**src/rtl/screen_fade_fx.sv**
```systemverilog
// screen_fade_fx: frame-synchronous fade and hit-flash, RGB332 to 4:4:4 DAC.
// Define FLASH_FX_EN to build the white hit-flash state.
module screen_fade_fx #(
  parameter int FADE_STEP_FRAMES = 4,
  parameter int FLASH_FRAMES     = 8
) (
  input  logic       clk,
  input  logic       reset,
  input  logic       startOfFrame,
  input  logic [7:0] RGBIn,
  input  logic       hsyncIn,
  input  logic       vsyncIn,
  input  logic       blankNIn,
  input  logic       fade_out_req,
  input  logic       fade_in_req,
  input  logic       flash_req,
  output logic [3:0] Red,
  output logic [3:0] Green,
  output logic [3:0] Blue,
  output logic       hsync,
  output logic       vsync,
  output logic       blankN,
  output logic       busy,
  output logic       black
);

  typedef enum logic [2:0] {
    S_IDLE     = 3'd0,
    S_FADE_OUT = 3'd1,
    S_DARK     = 3'd2,
    S_FADE_IN  = 3'd3
`ifdef FLASH_FX_EN
    , S_FLASH  = 3'd4
`endif
  } state_t;

  localparam logic [7:0] STEP_LAST = 8'(FADE_STEP_FRAMES - 1);
`ifdef FLASH_FX_EN
  localparam logic [7:0] FLASH_LAST = 8'(FLASH_FRAMES - 1);
  logic pend_q, pend_d;
`else
  logic unused_flash;
  assign unused_flash = flash_req ^ FLASH_FRAMES[0];
`endif

  state_t     state_q, state_d;
  logic [3:0] level_q, level_d;
  logic [7:0] cnt_q, cnt_d;
  logic [3:0] r1_q, r1_d, g1_q, g1_d, b1_q, b1_d;
  logic       hs1_q, hs1_d, vs1_q, vs1_d, bl1_q, bl1_d;
  logic [3:0] red_q, red_d, grn_q, grn_d, blu_q, blu_d;
  logic       hs2_q, hs2_d, vs2_q, vs2_d, bl2_q, bl2_d;
  logic       white;

  function automatic logic [3:0] scale(input logic [3:0] c,
                                       input logic [3:0] lvl);
    logic [7:0] p;
    p = {4'd0, c} * {4'd0, lvl};
    return 4'(p >> 3);
  endfunction

  // Fade/flash state machine: level only moves on startOfFrame.
  always_comb begin
    state_d = state_q;
    level_d = level_q;
    cnt_d   = cnt_q;
`ifdef FLASH_FX_EN
    pend_d  = pend_q;
`endif
    if (startOfFrame) cnt_d = cnt_q + 8'd1;
    case (state_q)
      S_IDLE: begin
        level_d = 4'd8;
        if (fade_out_req) begin
          state_d = S_FADE_OUT;
          cnt_d   = '0;
`ifdef FLASH_FX_EN
          pend_d  = 1'b0;
`endif
        end
`ifdef FLASH_FX_EN
        else if (startOfFrame && pend_q) begin
          state_d = S_FLASH;
          cnt_d   = '0;
          pend_d  = 1'b0;
        end else if (flash_req) begin
          pend_d = 1'b1;
        end
`endif
      end
      S_FADE_OUT: begin
        if (fade_in_req && !fade_out_req) begin
          state_d = S_FADE_IN;
          cnt_d   = '0;
        end else if (startOfFrame && cnt_q >= STEP_LAST) begin
          cnt_d = '0;
          if (level_q <= 4'd1) begin
            level_d = 4'd0;
            state_d = S_DARK;
          end else begin
            level_d = level_q - 4'd1;
          end
        end
      end
      S_DARK: begin
        level_d = 4'd0;
        if (fade_in_req) begin
          state_d = S_FADE_IN;
          cnt_d   = '0;
        end
      end
      S_FADE_IN: begin
        if (fade_out_req) begin
          state_d = S_FADE_OUT;
          cnt_d   = '0;
        end else if (startOfFrame && cnt_q >= STEP_LAST) begin
          cnt_d = '0;
          if (level_q >= 4'd7) begin
            level_d = 4'd8;
            state_d = S_IDLE;
          end else begin
            level_d = level_q + 4'd1;
          end
        end
      end
`ifdef FLASH_FX_EN
      S_FLASH: begin
        level_d = 4'd8;
        if (startOfFrame && cnt_q >= FLASH_LAST) begin
          state_d = S_IDLE;
          cnt_d   = '0;
        end
      end
`endif
      default: begin
        state_d = S_IDLE;
        level_d = 4'd8;
        cnt_d   = '0;
      end
    endcase
  end

  // Two-stage pixel path: expand, then scale/blank.
  always_comb begin
    r1_d  = {RGBIn[7:5], RGBIn[7]};
    g1_d  = {RGBIn[4:2], RGBIn[4]};
    b1_d  = {RGBIn[1:0], RGBIn[1:0]};
    hs1_d = hsyncIn;
    vs1_d = vsyncIn;
    bl1_d = blankNIn;
`ifdef FLASH_FX_EN
    white = (state_q == S_FLASH);
`else
    white = 1'b0;
`endif
    hs2_d = hs1_q;
    vs2_d = vs1_q;
    bl2_d = bl1_q;
    red_d = '0;
    grn_d = '0;
    blu_d = '0;
    if (bl1_q) begin
      red_d = scale(white ? 4'hF : r1_q, level_q);
      grn_d = scale(white ? 4'hF : g1_q, level_q);
      blu_d = scale(white ? 4'hF : b1_q, level_q);
    end
  end

  // Control state registers.
  always_ff @(posedge clk) begin
    if (reset) begin
      state_q <= S_IDLE;
      level_q <= 4'd8;
      cnt_q   <= '0;
`ifdef FLASH_FX_EN
      pend_q  <= 1'b0;
`endif
    end else begin
      state_q <= state_d;
      level_q <= level_d;
      cnt_q   <= cnt_d;
`ifdef FLASH_FX_EN
      pend_q  <= pend_d;
`endif
    end
  end

  // Pipeline registers, flushed to idle-bus values on reset.
  always_ff @(posedge clk) begin
    if (reset) begin
      r1_q  <= '0;
      g1_q  <= '0;
      b1_q  <= '0;
      hs1_q <= 1'b1;
      vs1_q <= 1'b1;
      bl1_q <= 1'b0;
      red_q <= '0;
      grn_q <= '0;
      blu_q <= '0;
      hs2_q <= 1'b1;
      vs2_q <= 1'b1;
      bl2_q <= 1'b0;
    end else begin
      r1_q  <= r1_d;
      g1_q  <= g1_d;
      b1_q  <= b1_d;
      hs1_q <= hs1_d;
      vs1_q <= vs1_d;
      bl1_q <= bl1_d;
      red_q <= red_d;
      grn_q <= grn_d;
      blu_q <= blu_d;
      hs2_q <= hs2_d;
      vs2_q <= vs2_d;
      bl2_q <= bl2_d;
    end
  end

  assign Red    = red_q;
  assign Green  = grn_q;
  assign Blue   = blu_q;
  assign hsync  = hs2_q;
  assign vsync  = vs2_q;
  assign blankN = bl2_q;
  assign busy   = (state_q != S_IDLE);
  assign black  = (state_q == S_DARK);

endmodule

```
**config.mk**
```make
export PLATFORM = sky130hd
export DESIGN_NAME = screen_fade_fx
export DESIGN_NICKNAME = d
export VERILOG_FILES = /design/src/rtl/screen_fade_fx.sv
export SDC_FILE = /design/constraint.sdc
export NUM_CORES = 1
export LEC_CHECK = 0
export CAP_MARGIN = 20
export CORE_MARGIN = 2
export CORE_UTILIZATION = 55
export CTS_CLUSTER_DIAMETER = 30
export DETAILED_ROUTE_END_ITERATION = 6
export PLACE_DENSITY = 0.87
export SETUP_SLACK_MARGIN = 0.02
export SYNTH_ARGS = -nofsm -noshare
export SYNTH_HDL_FRONTEND = slang
export SYNTH_SLANG_ARGS = --single-unit
export TNS_END_PERCENT = 30
```
**constraint.sdc**
```tcl
create_clock -name clk -period 6.08 [get_ports clk]
set_input_delay 1.216 -clock clk [delete_from_list [all_inputs] [get_ports clk]]
set_output_delay 1.216 -clock clk [all_outputs]
set_load 0.05 [all_outputs]
```
==> flow_metrics.py <==
metrics = {
    "timing": {
        "slew_headroom": 0.550,
        "tightest_slew_ns": 0.672,
        "rsz0062_at_grt": "false",
        "finalCritPeriodShare": 0.528,
        "fin_setup_tns_ns": 0,
        "hold_ws_ns": 0.414,
        "period_needed_ns": 3.21,
        "timing.fmax_mhz": 311,
        "skew_ns": 0.00610,
        "hold_violations": 0,
        "setup_ws_ns": 2.87,
        "setup-violations-final": 0,
        "slew_viol_final": 0,
    },
    "clocking": {
        "postCtsSetupBuffers": 0,
        "ctsLongestPathBuffers": 2,
        "clk_pin_slew_worst_paths_ns": 0.08,
        "cts-resized-gates": 0,
        "root_buffer": "clkbuf_8",
        "clock_sinks": 40,
        "cts.hold.buffers_added": 0,
        "clk_latency_ns": 0.31,
        "cts_buffers": 5,
        "htreeDepth": 2,
        "cts_tree": "done",
    },
    "layout": {
        "nFillCells": 346,
        "stdcell_count": 359,
        "syn_to_final_growth_pct": 18.1,
        "multi_input_area_um2": 1610,
        "drive_gt1_frac": 0.0489,
        "insertedDiodeCount": 0,
        "seqCellArea_um2": 801,
        "nets": 367,
    },
    "pwr": {
        "seqPwrFrac": 0.394,
        "comb_power_share": 0.382,
        "ir_drop_mv": 0.231,
        "p_switching_mw": 0.322,
        "power.leakage_nw": 1.37,
        "p_int_mw": 0.499,
        "power_frac_clock": 0.224,
        "p_sw_frac": 0.392,
        "powerDensity_nw_per_um2": 277,
    },
    "critical_path": {
        "crit_arrival_ns": 2.00,
        "cp-startpoint": "state_q[0]$_SDFFE_PP0P_",
        "worstSetupEndpointType": "primary output",
        "rr_worst_depth": 9,
        "path_class": "flop to primary output",
        "crit_fanout": 7,
        "timing.rr.end": "Red[3]$_SDFF_PP0_",
        "crit_path_start_kind": "flop",
        "timing.rr.start": "level_q[3]$_SDFFE_PP1P_",
        "rrSetupSlack_ns": 2.95,
        "required_ns": 4.86,
        "endpoint": "busy",
    },
    "synthesis": {
        "synth_cell_types": 36,
        "avgSynthCellArea_um2": 9.21,
        "ys_ff_latch": 40,
        "syn_area_um2": 2510,
        "yosysSeqAreaShare": 0.319,
        "synth_cells": 273,
        "yosys_warnings": 0,
        "synth_nets": 334,
    },
    "routing": {
        "drc": 0,
        "vias": 1907,
        "wl_per_cell_um": 12.4,
        "first_pass_iters": 4,
        "first_iter_violations": 49,
        "routed_wl_mm": 4.44,
        "ant_nets": 0,
        "vias_per_cell": 5.31,
    },
    "min_path": {
        "min_path_type": "flop to flop",
    },
    "grt": {
        "grt_max_degree": 21,
        "gr-total-overflow": 0,
        "grt_pass1_vias": 1826,
        "grt_pass1_wl_mm": 7.75,
        "grt_usage": 0.195,
        "grt_antenna_before_repair": 0,
    },
    "status": {
        "status": "completed",
    },
    "die": {
        "io_pins": 34,
        "die_w_um": 71.6,
        "initial_utilization": 0.573,
        "die-height_um": 71.6,
        "num_rows": 24,
        "core_area_um2": 4380,
        "dieArea_um2": 5130,
    },
    "placement": {
        "place_ws_ns": 2.96,
        "place_inst": 351,
        "place_congestion": 0.764,
        "portBuffers": 32,
        "dp_hpwl_mm": 3.33,
    },
    "job": {
        "maxCapViolCount": 0,
    },
}
power groups by stage:
stage	registers, mW	clock network, mW	logic [mW]
after detailed placement	0.329	0	0.313
after global placement	0.327	0	0.305
after floorplan	0.322	0	0.241
after CTS	0.323	0.191	0.317
final	0.324	0.184	0.314
after global routing	0.328	0.199	0.349
cells in the final DEF (no fill, tap or decap), types with 7 or more instances in the layout:
| cell | n |
|---|---|
| a21oi_1 | 9 |
| and2_1 | 20 |
| clkdlybuf4s50_1 | 32 |
| dfxtp_1 | 40 |
| fa_1 | 12 |
| ha_1 | 32 |
| inv_1 | 22 |
| nand2_1 | 23 |
| nor2_1 | 23 |
| nor2b_1 | 12 |
| o21ai_0 | 7 |
| xnor2_1 | 13 |
| xor2_1 | 10 |
stage by stage:
| stage | util | total power [mW] | instance area (um2) |
|---|---|---|---|
| 2_1_floorplan | - | 0.563 | 2510 |
| 3_3_place_gp | 0.656 | 0.632 | 2880 |
| 3_5_place_dp | 0.656 | 0.642 | 2880 |
| 4_1_cts | 0.677 | 0.831 | 2970 |
| 5_1_grt | 0.677 | 0.877 | 2970 |
| 6_report | 0.677 | 0.821 | 2970 |
cell usage after synthesis:
cell type / n / area (um2)
a21boi_1: 1 / 7.51
a311oi_1: 1 / 8.76
a311o_2: 1 / 11.3
a2111o_1: 1 / 11.3
xor2_1: 10 / 87.6
mux2i_1: 1 / 10.0
a21o_1: 5 / 37.5
a41o_1: 1 / 10.0
nor2b_1: 12 / 75.1
or2_2: 5 / 31.3
and2_1: 20 / 125
a21oi_1: 9 / 45.0
a32o_1: 1 / 10.0
o22a_1: 1 / 8.76
mux2_2: 1 / 11.3
o31ai_1: 1 / 7.51
xnor2_1: 13 / 114
inv_1: 22 / 82.6
dfxtp_1: 40 / 801
o21ai_0: 7 / 35.0
nand3_1: 5 / 25.0
nand2_1: 23 / 86.3
a31oi_1: 2 / 12.5
nor2_1: 23 / 86.3
o41ai_1: 1 / 8.76
or3_1: 1 / 6.26
and3_1: 3 / 18.8
o21ai_1: 1 / 5.00
nand4_1: 3 / 18.8
nor4_1: 2 / 12.5
a22oi_1: 3 / 22.5
ha_1: 32 / 400
clkbuf_1: 6 / 22.5
fa_1: 12 / 240
a211oi_1: 1 / 7.51
nor3_1: 2 / 10.0
worst min-delay path by stage:
| stage | endpoint | start | slack, ns | cells past startpoint |
|---|---|---|---|---|
| after global placement | vsync$_SDFF_PP1_ | vs1_q$_SDFF_PP1_ | 0.39 | 1 |
| final | hsync$_SDFF_PP1_ | hs1_q$_SDFF_PP1_ | 0.41 | 1 |
| after CTS | vsync$_SDFF_PP1_ | vs1_q$_SDFF_PP1_ | 0.42 | 1 |
| after global routing | vsync$_SDFF_PP1_ | vs1_q$_SDFF_PP1_ | 0.43 | 1 |
| after detailed placement | vsync$_SDFF_PP1_ | vs1_q$_SDFF_PP1_ | 0.40 | 1 |
| after floorplan | hsync$_SDFF_PP1_ | hs1_q$_SDFF_PP1_ | 0.39 | 1 |
layout make-up:
type	instances	area share
Tap cell	52	0.0219
Clock inverter	3	0.00801
Timing Repair Buffer	32	0.108
Clock buffer	5	0.0232
Multi-Input combinational cell	205	0.542
Inverter	22	0.0278
Sequential cell	40	0.270
cells by family after synthesis:
kind of cell               synth area share
muxes                               0.00846
adders and majority gates             0.255
DFF                                   0.319
AOI/OAI and AO/OA                    0.0991
and+or+nand+nor                       0.197
xor gates and xnor gates             0.0801
buffers and inverters                0.0418
state kept, by name, summed over array words and instances, names as in the netlist:
register,flops
cnt_q,8
Blue,4
Green,4
Red,4
level_q,4
g1_q,3
r1_q,3
b1_q,2
state_q,2
bl1_q,1
blankN,1
hs1_q,1
hsync,1
vs1_q,1
vsync,1
critical path, stage by stage (launching register included):
cell             delay [ns]
dfxtp_1                0.40
inv_1                  0.09
ha_1                   0.28
inv_1                  0.11
clkdlybuf4s50_1        0.80
metal layers:
layer  up-vias  track usage  share of wire
met5         -            0              0
met4         0        0.103          0.023
met3         9       0.0380          0.042
met2        43        0.346           0.50
met1       888        0.221           0.44
li1        967            -              -
Power figures use the tool's default switching activity.
